[src/rtl/regfile_sb.sv]
// regfile_sb: parametrised general-purpose register file with a hard-wired zero register,
// same-cycle write bypass, a pending-write scoreboard and a multi-cycle clear sequencer.
module regfile_sb #(
  parameter int DATA_W  = 32,
  parameter int ADDR_W  = 5,
  parameter bit ZERO_R0 = 1'b1,
  parameter bit BYPASS  = 1'b1
) (
  input  logic              clk,
  input  logic              reset,
  input  logic              rg_wrt_en,
  input  logic [ADDR_W-1:0] rg_wrt_addr,
  input  logic [DATA_W-1:0] rg_wrt_data,
  input  logic [ADDR_W-1:0] rg_rd_addr1,
  input  logic [ADDR_W-1:0] rg_rd_addr2,
  output logic [DATA_W-1:0] rg_rd_data1,
  output logic [DATA_W-1:0] rg_rd_data2,
  input  logic              issue_en,
  input  logic [ADDR_W-1:0] issue_addr,
  output logic              rg_busy1,
  output logic              rg_busy2,
  input  logic              clr_req,
  output logic              clr_busy,
  output logic              clr_done
);

  localparam int DEPTH = 1 << ADDR_W;

  typedef enum logic [1:0] {
    ST_IDLE  = 2'd0,
    ST_CLEAR = 2'd1,
    ST_DONE  = 2'd2
  } state_t;

  state_t              state_r;
  state_t              state_s;
  logic [ADDR_W-1:0]   idx_r;
  logic [DATA_W-1:0]   mem_r [DEPTH];
  logic [DEPTH-1:0]    pend_r;
  logic                idle_s;
  logic                wr_ok_s;
  logic                iss_ok_s;
  logic [ADDR_W-1:0]   rd_addr_s [2];
  logic [DATA_W-1:0]   rd_data_s [2];
  logic [1:0]          rd_busy_s;

  // Writes and reservations are honoured only in IDLE; address 0 is dropped when hard-wired.
  always_comb begin
    idle_s   = (state_r == ST_IDLE);
    wr_ok_s  = idle_s && rg_wrt_en && !(ZERO_R0 && (rg_wrt_addr == {ADDR_W{1'b0}}));
    iss_ok_s = idle_s && issue_en  && !(ZERO_R0 && (issue_addr  == {ADDR_W{1'b0}}));
  end

  // Clear sequencer next-state decode.
  always_comb begin
    state_s = state_r;
    case (state_r)
      ST_IDLE: begin
        if (clr_req) state_s = ST_CLEAR;
        else         state_s = ST_IDLE;
      end
      ST_CLEAR: begin
        if (idx_r == {ADDR_W{1'b1}}) state_s = ST_DONE;
        else                         state_s = ST_CLEAR;
      end
      ST_DONE: state_s = ST_IDLE;
      default: state_s = ST_IDLE;
    endcase
  end

  // State register and clear index; the index wraps to 0 naturally after the last entry.
  always_ff @(posedge clk) begin
    if (reset) begin
      state_r <= ST_IDLE;
      idx_r   <= {ADDR_W{1'b0}};
    end else begin
      state_r <= state_s;
      if (state_r == ST_CLEAR) idx_r <= idx_r + ADDR_W'(1'b1);
      else                     idx_r <= {ADDR_W{1'b0}};
    end
  end

  // Register array: reset and the clear sweep take priority over writeback.
  always_ff @(posedge clk) begin
    if (reset) begin
      for (int i = 0; i < DEPTH; i++) mem_r[i] <= {DATA_W{1'b0}};
    end else if (state_r == ST_CLEAR) begin
      mem_r[idx_r] <= {DATA_W{1'b0}};
    end else if (wr_ok_s) begin
      mem_r[rg_wrt_addr] <= rg_wrt_data;
    end
  end

  // Pending scoreboard: a new reservation overrides a same-cycle completing write.
  always_ff @(posedge clk) begin
    if (reset) begin
      pend_r <= {DEPTH{1'b0}};
    end else if (state_r == ST_CLEAR) begin
      pend_r[idx_r] <= 1'b0;
    end else begin
      if (wr_ok_s)  pend_r[rg_wrt_addr] <= 1'b0;
      if (iss_ok_s) pend_r[issue_addr]  <= 1'b1;
    end
  end

  assign rd_addr_s[0] = rg_rd_addr1;
  assign rd_addr_s[1] = rg_rd_addr2;

  // Read ports: zero register, then forwarded write, then array contents.
  always_comb begin
    for (int p = 0; p < 2; p++) begin
      rd_data_s[p] = mem_r[rd_addr_s[p]];
      rd_busy_s[p] = pend_r[rd_addr_s[p]];
      if (ZERO_R0 && (rd_addr_s[p] == {ADDR_W{1'b0}})) begin
        rd_data_s[p] = {DATA_W{1'b0}};
        rd_busy_s[p] = 1'b0;
      end else if (BYPASS && wr_ok_s && (rg_wrt_addr == rd_addr_s[p])) begin
        rd_data_s[p] = rg_wrt_data;
        rd_busy_s[p] = 1'b0;
      end else begin
        rd_data_s[p] = mem_r[rd_addr_s[p]];
        rd_busy_s[p] = pend_r[rd_addr_s[p]];
      end
    end
  end

  assign rg_rd_data1 = rd_data_s[0];
  assign rg_rd_data2 = rd_data_s[1];
  assign rg_busy1    = rd_busy_s[0];
  assign rg_busy2    = rd_busy_s[1];
  assign clr_busy    = (state_r != ST_IDLE);
  assign clr_done    = (state_r == ST_DONE);

endmodule

[config.mk]
export PLATFORM = sky130hd
export DESIGN_NAME = regfile_sb
export DESIGN_NICKNAME = d
export VERILOG_FILES = /design/src/rtl/regfile_sb.sv
export SDC_FILE = /design/constraint.sdc
export NUM_CORES = 2
export LEC_CHECK = 0
export BUFFER_PORTS_ARGS = -buffer_cell sky130_fd_sc_hd__buf_2
export CAP_MARGIN = 10
export CORE_ASPECT_RATIO = 0.9
export CORE_MARGIN = 1
export CORE_UTILIZATION = 40
export DETAILED_ROUTE_END_ITERATION = 16
export PLACE_DENSITY = 0.64
export SYNTH_ARGS = -nofsm -noshare
export SYNTH_HDL_FRONTEND = slang
export SYNTH_SLANG_ARGS = --single-unit
[constraint.sdc]
create_clock -name clk -period 6.2 [get_ports clk]
set_input_delay 0.31 -clock clk [delete_from_list [all_inputs] [get_ports clk]]
set_output_delay 0.31 -clock clk [all_outputs]
set_load 0.1 [all_outputs]
* After elaboration in Yosys (flattened, before gate mapping) *
Memory sizes are Yosys's and may differ from the RTL's.
Cells that the tools add are included.

cells by class
  add/sub/neg operators = 1
  $lt $le $gt $ge = 8
  equality and inequality tests = 5
  multiplexer cells = 41
  bitwise gates (word level) = 6
  reduce and logical (&&, ||, !) cells = 20

operator list
  cell                                                               number
  two-way mux 32 bit                                                 11
  bitwise AND 32 bit                                                 2
  NOT 32 bit                                                         2
  OR reduction 32 bit                                                2
  bitwise OR 32 bit                                                  1
  < comparator 5 x 6 -> 1 bit, second input constant                 5
  two-way mux 1 bit                                                  21
  zero test 5 bit                                                    4
  demux 1 bit (select 5 bit)                                         3
  greater-or-equal comparator 5 x 1 -> 1 bit, second input constant  3
  binary-select mux 1 bit (select 5 bit)                             2
  == test 5 bit                                                      2
  two-way mux 5 bit                                                  2
  logical AND 1 bit                                                  9
  adder 5 x 1 -> 5 bit, second input constant                        1
  == test 5 bit, second input constant                               1
  case mux 2 bit (2 select lines)                                    1
  == test 2 x 1 -> 1 bit, second input constant                      1
  == test 2 bit, second input constant                               1
  zero test 1 bit                                                    2
  zero test 2 bit                                                    1
  two-way mux 2 bit                                                  1
  nonzero test 2 bit                                                 1
  OR reduction 2 bit                                                 1
  NOT 1 bit                                                          1

word-level totals
  bits in registers = 39
  bits in writable memories = 1024
  input port bits = 57
  output and inout bits = 68
  word-level logic and storage cells = 85
  memories kept = 1

memories
  name   depth  bits a word  read ports  clocked after Yosys merged registers in  wr ports  line  source
  mem_r  32     32           2           0                                        32        38    logic [DATA_W-1:0] mem_r [DEPTH];

* Longest topological paths before layout *
  word-level depth = 12
  depth in mapped cells = 9
  gate-level depth less buffers = 6

* Worst setup path after synthesis *
Ideal clock, no wire load.

  kind = input-to-output
  start point = input port rg_rd_addr1[0]
  end point = output port rg_rd_data1[4]
  arrival time = 3.913 ns
  required time = 5.890 ns
  slack = 1.977 ns
  stages on the path = 9
  buffers on the path = 4
  cell sequence = buf_2 buf_2 buf_2 buf_2 nand3b_1 o22ai_1 nor2_1 o21ai_0 o21ai_0

on the way
  cells in the longest elaborated chain, start to end = 4
  elaborated cells on any way between the ends = 6
  classes of those cells = eq/ne: 1; mux: 2; reduce/logical: 2; memory: 1

ends and longest elaborated chain
  what                                                          line  source
  start: declaration                                            14    input logic [ADDR_W-1:0] rg_rd_addr1,
  branches (longest 3 deep; another with memory (32 x 32 bit))  -
  two-way mux 32 bit (*)                                        114   if (ZERO_R0 && (rd_addr_s[p] == {ADDR_W{1'b0}})) begin
  end: declaration                                              16    output logic [DATA_W-1:0] rg_rd_data1,

Mark *: on every way between the ends.

* Worst setup path after layout *
  start point = register state_r[0]
  end point = output port rg_rd_data1[28]

on the way
  cells in the longest elaborated chain, start to end = 6

ends and longest elaborated chain
  what                             line  source
  start: declaration               35    state_t state_r;
  start signal: assignment         77    state_r <= state_s;
  zero test 2 bit                  49    idle_s = (state_r == ST_IDLE);
  logical AND 1 bit (2 in series)  50    wr_ok_s = idle_s && rg_wrt_en && !(ZERO_R0 && (rg_wrt_addr == {ADDR_W{1'b0}}));
  logical AND 1 bit                117   end else if (BYPASS && wr_ok_s && (rg_wrt_addr == rd_addr_s[p])) begin
  two-way mux 32 bit               117
  two-way mux 32 bit               114

No other way between the ends.

==> flow_summary.ini <==
[outcome]
outcome = complete, no violations

[sta]
slew-limit-headroom_pct = 13.3
tns_ns = 0
post-route-period-util_pct = 74.0
tightest_slew_ns = 1.29
fmax_ghz = 0.218
finalSetupViolCount = 0
fin_skew_ns = 0.0266
rsz0062_at_grt = false
period_needed_ns = 4.59
finalHoldViolations = 0
timing.hold.ws_ns = 0.157
slew_violations = 0

[worst_setup_path]
worstSetupPathType = register to output port
setup.worst_path.start_class = register
worstPathArrival_ns = 4.28
critPathMaxFanout = 60
rrSetupSlack_ns = 1.77
crit_slowest_cell = and2_4
worstSetupEndpointType = output port
cpPeakStageDelay_ns = 0.84
cp-startpoint = state_r[0]
r2r_start = state_r[0]
crit_chain = or3b_4 > a211oi_1 > and2_4 > nor2_1 > a221o_1 > buf_2
worstPathRequired_ns = 5.89

[synthesis]
synth_area_um2 = 57000
avgSynthCellArea_um2 = 13.3
synth_edf_count = 1024
netlist_instances = 4292
synthDistinctLibCells = 66
synth_top_area_share_pct = 54.0
yosysWarnings = 0
synthTopCellsByArea = edfxtp_1 (54%), mux4_2 (16%), nor2_1 (7.0%)
ys_ff_latch = 1063
yosysTopAreaCell = edfxtp_1
async_flop_share_pct = 0
synthFlopType = edfxtp_1
ys_seq_area_share_pct = 55.4

[global_route]
grt_max_degree = 112
grt_pass1_vias = 37500
grt-ovfl-total = 0
grt_antenna_before_repair = 11
grt_pass1_wl_mm = 276
grt_usage_pct = 26.5

[clocking]
ctsHtreeMaxLevel = 3
cts_made_buffers = 109
cts.sinks = 1063
post_cts_buffers = 0
insertion_delay_ns = 0.72
cts.clk_slew.worst_paths_ns = 0.06
root_buffer = clkbuf_16
ctsLongestPathBuffers = 3
cts_tree = yes

[worst_hold_path]
hold_start = rg_wrt_addr[4]
hp-class = input pin to register

[die]
initial_core_util_pct = 40.6
dieHeight_um = 360
core_area_um2 = 140000
die_x_um = 400
ioPinCount = 125
die_area_um2 = 144000
rows = 130

[placement]
portBuffers = 124
gp_congestion = 0.947
dpl.hpwl_mm = 121

[detailed_routing]
antenna_left = 0
drt_wl_total_mm = 194
drc = 0
wl_per_cell_um = 31.6
drt_iter0_markers = 5911
viasPerCell = 6.48
drt_first_pass_iters = 6
dr_total_vias = 39800

[power]
leakage_nw = 20.7
clock_power_share_pct = 38.0
combinationalPowerShare_pct = 14.6
powerDensity_nw_per_um2 = 279
intPower_mw = 12.6
peakVddDrop_uv = 219
switching_power_mw = 4.84
p_seq_share_pct = 47.4
swShare_pct = 27.8

[final_layout]
nets = 4266
drive_above_1_share_pct = 22.5
area_delta_synth_final_pct = 9.65

[job]
maxCapViolations = 0
layout make-up:
cell class | instances | area [µm²]
diodes | 2 | 5.00
inverters | 10 | 37.5
clock inverters | 67 | 598
repair buffers | 220 | 1520
multi-input cells | 2800 | 23600
clock buffers | 137 | 2900
well taps | 1848 | 2310
flip-flops and latches | 1063 | 31500
fillers | 12500 | 77900
layout by cell type, fill, tap and decap left out, types with 16 or more instances in the layout:
cell type,instances
nor2_1,1054
edfxtp_1,1024
mux4_2,413
mux2i_1,258
nand2_1,161
buf_2,116
clkbuf_16,111
a21oi_1,109
buf_4,83
mux2_2,81
a221oi_1,60
nand3_1,57
o22ai_1,46
o21ai_0,43
dfxtp_1,39
o221ai_1,35
a221o_1,34
o211ai_1,34
a22oi_1,32
clkinv_1,32
conb_1,32
nand2b_2,31
nor3_1,28
nand4_4,27
nand2b_1,24
a211oi_1,23
clkbuf_1,22
nand2_2,21
nor2b_1,20
a211o_1,17
clkinv_2,17
nand4_1,16
synthesized netlist by cell type (22+ instances only):
cell,count
edfxtp_1,1024
nand3_1,57
o22ai_1,46
dfxtp_1,39
nand4_4,27
a211oi_1,23
buf_2,140
buf_4,32
a221oi_1,60
a21oi_1,109
o211ai_1,34
nor2_1,1057
mux2_2,81
mux4_2,413
o21ai_0,43
o221ai_1,35
nor3_1,28
clkbuf_1,226
buf_1,32
a22oi_1,32
mux2i_1,258
nand2b_1,55
nor2b_1,22
nand2_1,182
a221o_1,34
per-layer routing:
metal / part of all wire, % / GRT usage (%) / vias up
li1: - / - / 16200
met1: 39 / 38.4 / 20200
met2: 43 / 38.5 / 2969
met3: 14 / 7.28 / 377
met4: 3.6 / 8.39 / 10
met5: 0.033 / 0 / -
registers in the layout, indices dropped and copies added (netlist names):
name / cells
mem_r: 1024
pend_r: 32
state_r: 2
idx_r: 5
what timing repair did:
action / 4_1_cts / 5_1_grt
hold endpoints to repair: 13 / 0
gates resized for setup: 0 / 0
hold buffers: 7 / 0
power groups by stage:
stage	registers, mW	clock network (mW)	logic, mW
final	8.25	6.62	2.54
after global routing	8.28	6.90	2.59
after CTS	8.25	6.64	2.48
after detailed placement	8.40	0	2.48
after global placement	8.38	0	2.47
after floorplan	8.34	0	1.70
cell families after synthesis:
group,count (synthesis),share of synthesized area [%]
AO/OA/AOI/OAI,482,6.04
flip-flops,1063,55.4
AND/OR/NAND/NOR,1509,11.8
buffers and inverters,460,3.83
adder cells (fa/ha/maj),5,0.110
XOR/XNOR,12,0.185
multiplexers,760,22.7
other,1,0.00658
metrics by stage:
stage | instance area [µm²] | setup slack [ns] | cells | total power [mW] | util (%)
finish | 62500 | 1.61 | 6147 | 17.4 | 44.5
global route | 62500 | 1.55 | 6145 | 17.8 | 44.5
CTS | 62500 | 1.76 | 6145 | 17.4 | 44.5
floorplan | 57100 | 1.98 | 4323 | 10.0 | -
global placement | 58900 | 1.92 | 5934 | 10.8 | 42.0
detailed placement | 58900 | 1.87 | 5934 | 10.9 | 42.0
path summary, 6_finish.rpt:
| kind | end | cells past startpoint |
|---|---|---|
| hold reg to reg | pend_r[0] | 2 |
| setup / recovery | rg_rd_data1[28] | 6 |
| setup reg to reg | mem_r[12][28] | 6 |
| hold / removal | pend_r[26] | 4 |
critical path, delay by kind of cell, from the launching register on:
| kind | cells | cell delay (ns) |
|---|---|---|
| flip-flops | 1 | 0.39 |
| AND/OR/NAND/NOR | 3 | 1.72 |
| buffers and inverters | 1 | 0.37 |
| AO/OA/AOI/OAI | 2 | 1.07 |
Power figures use the tool's default switching activity.
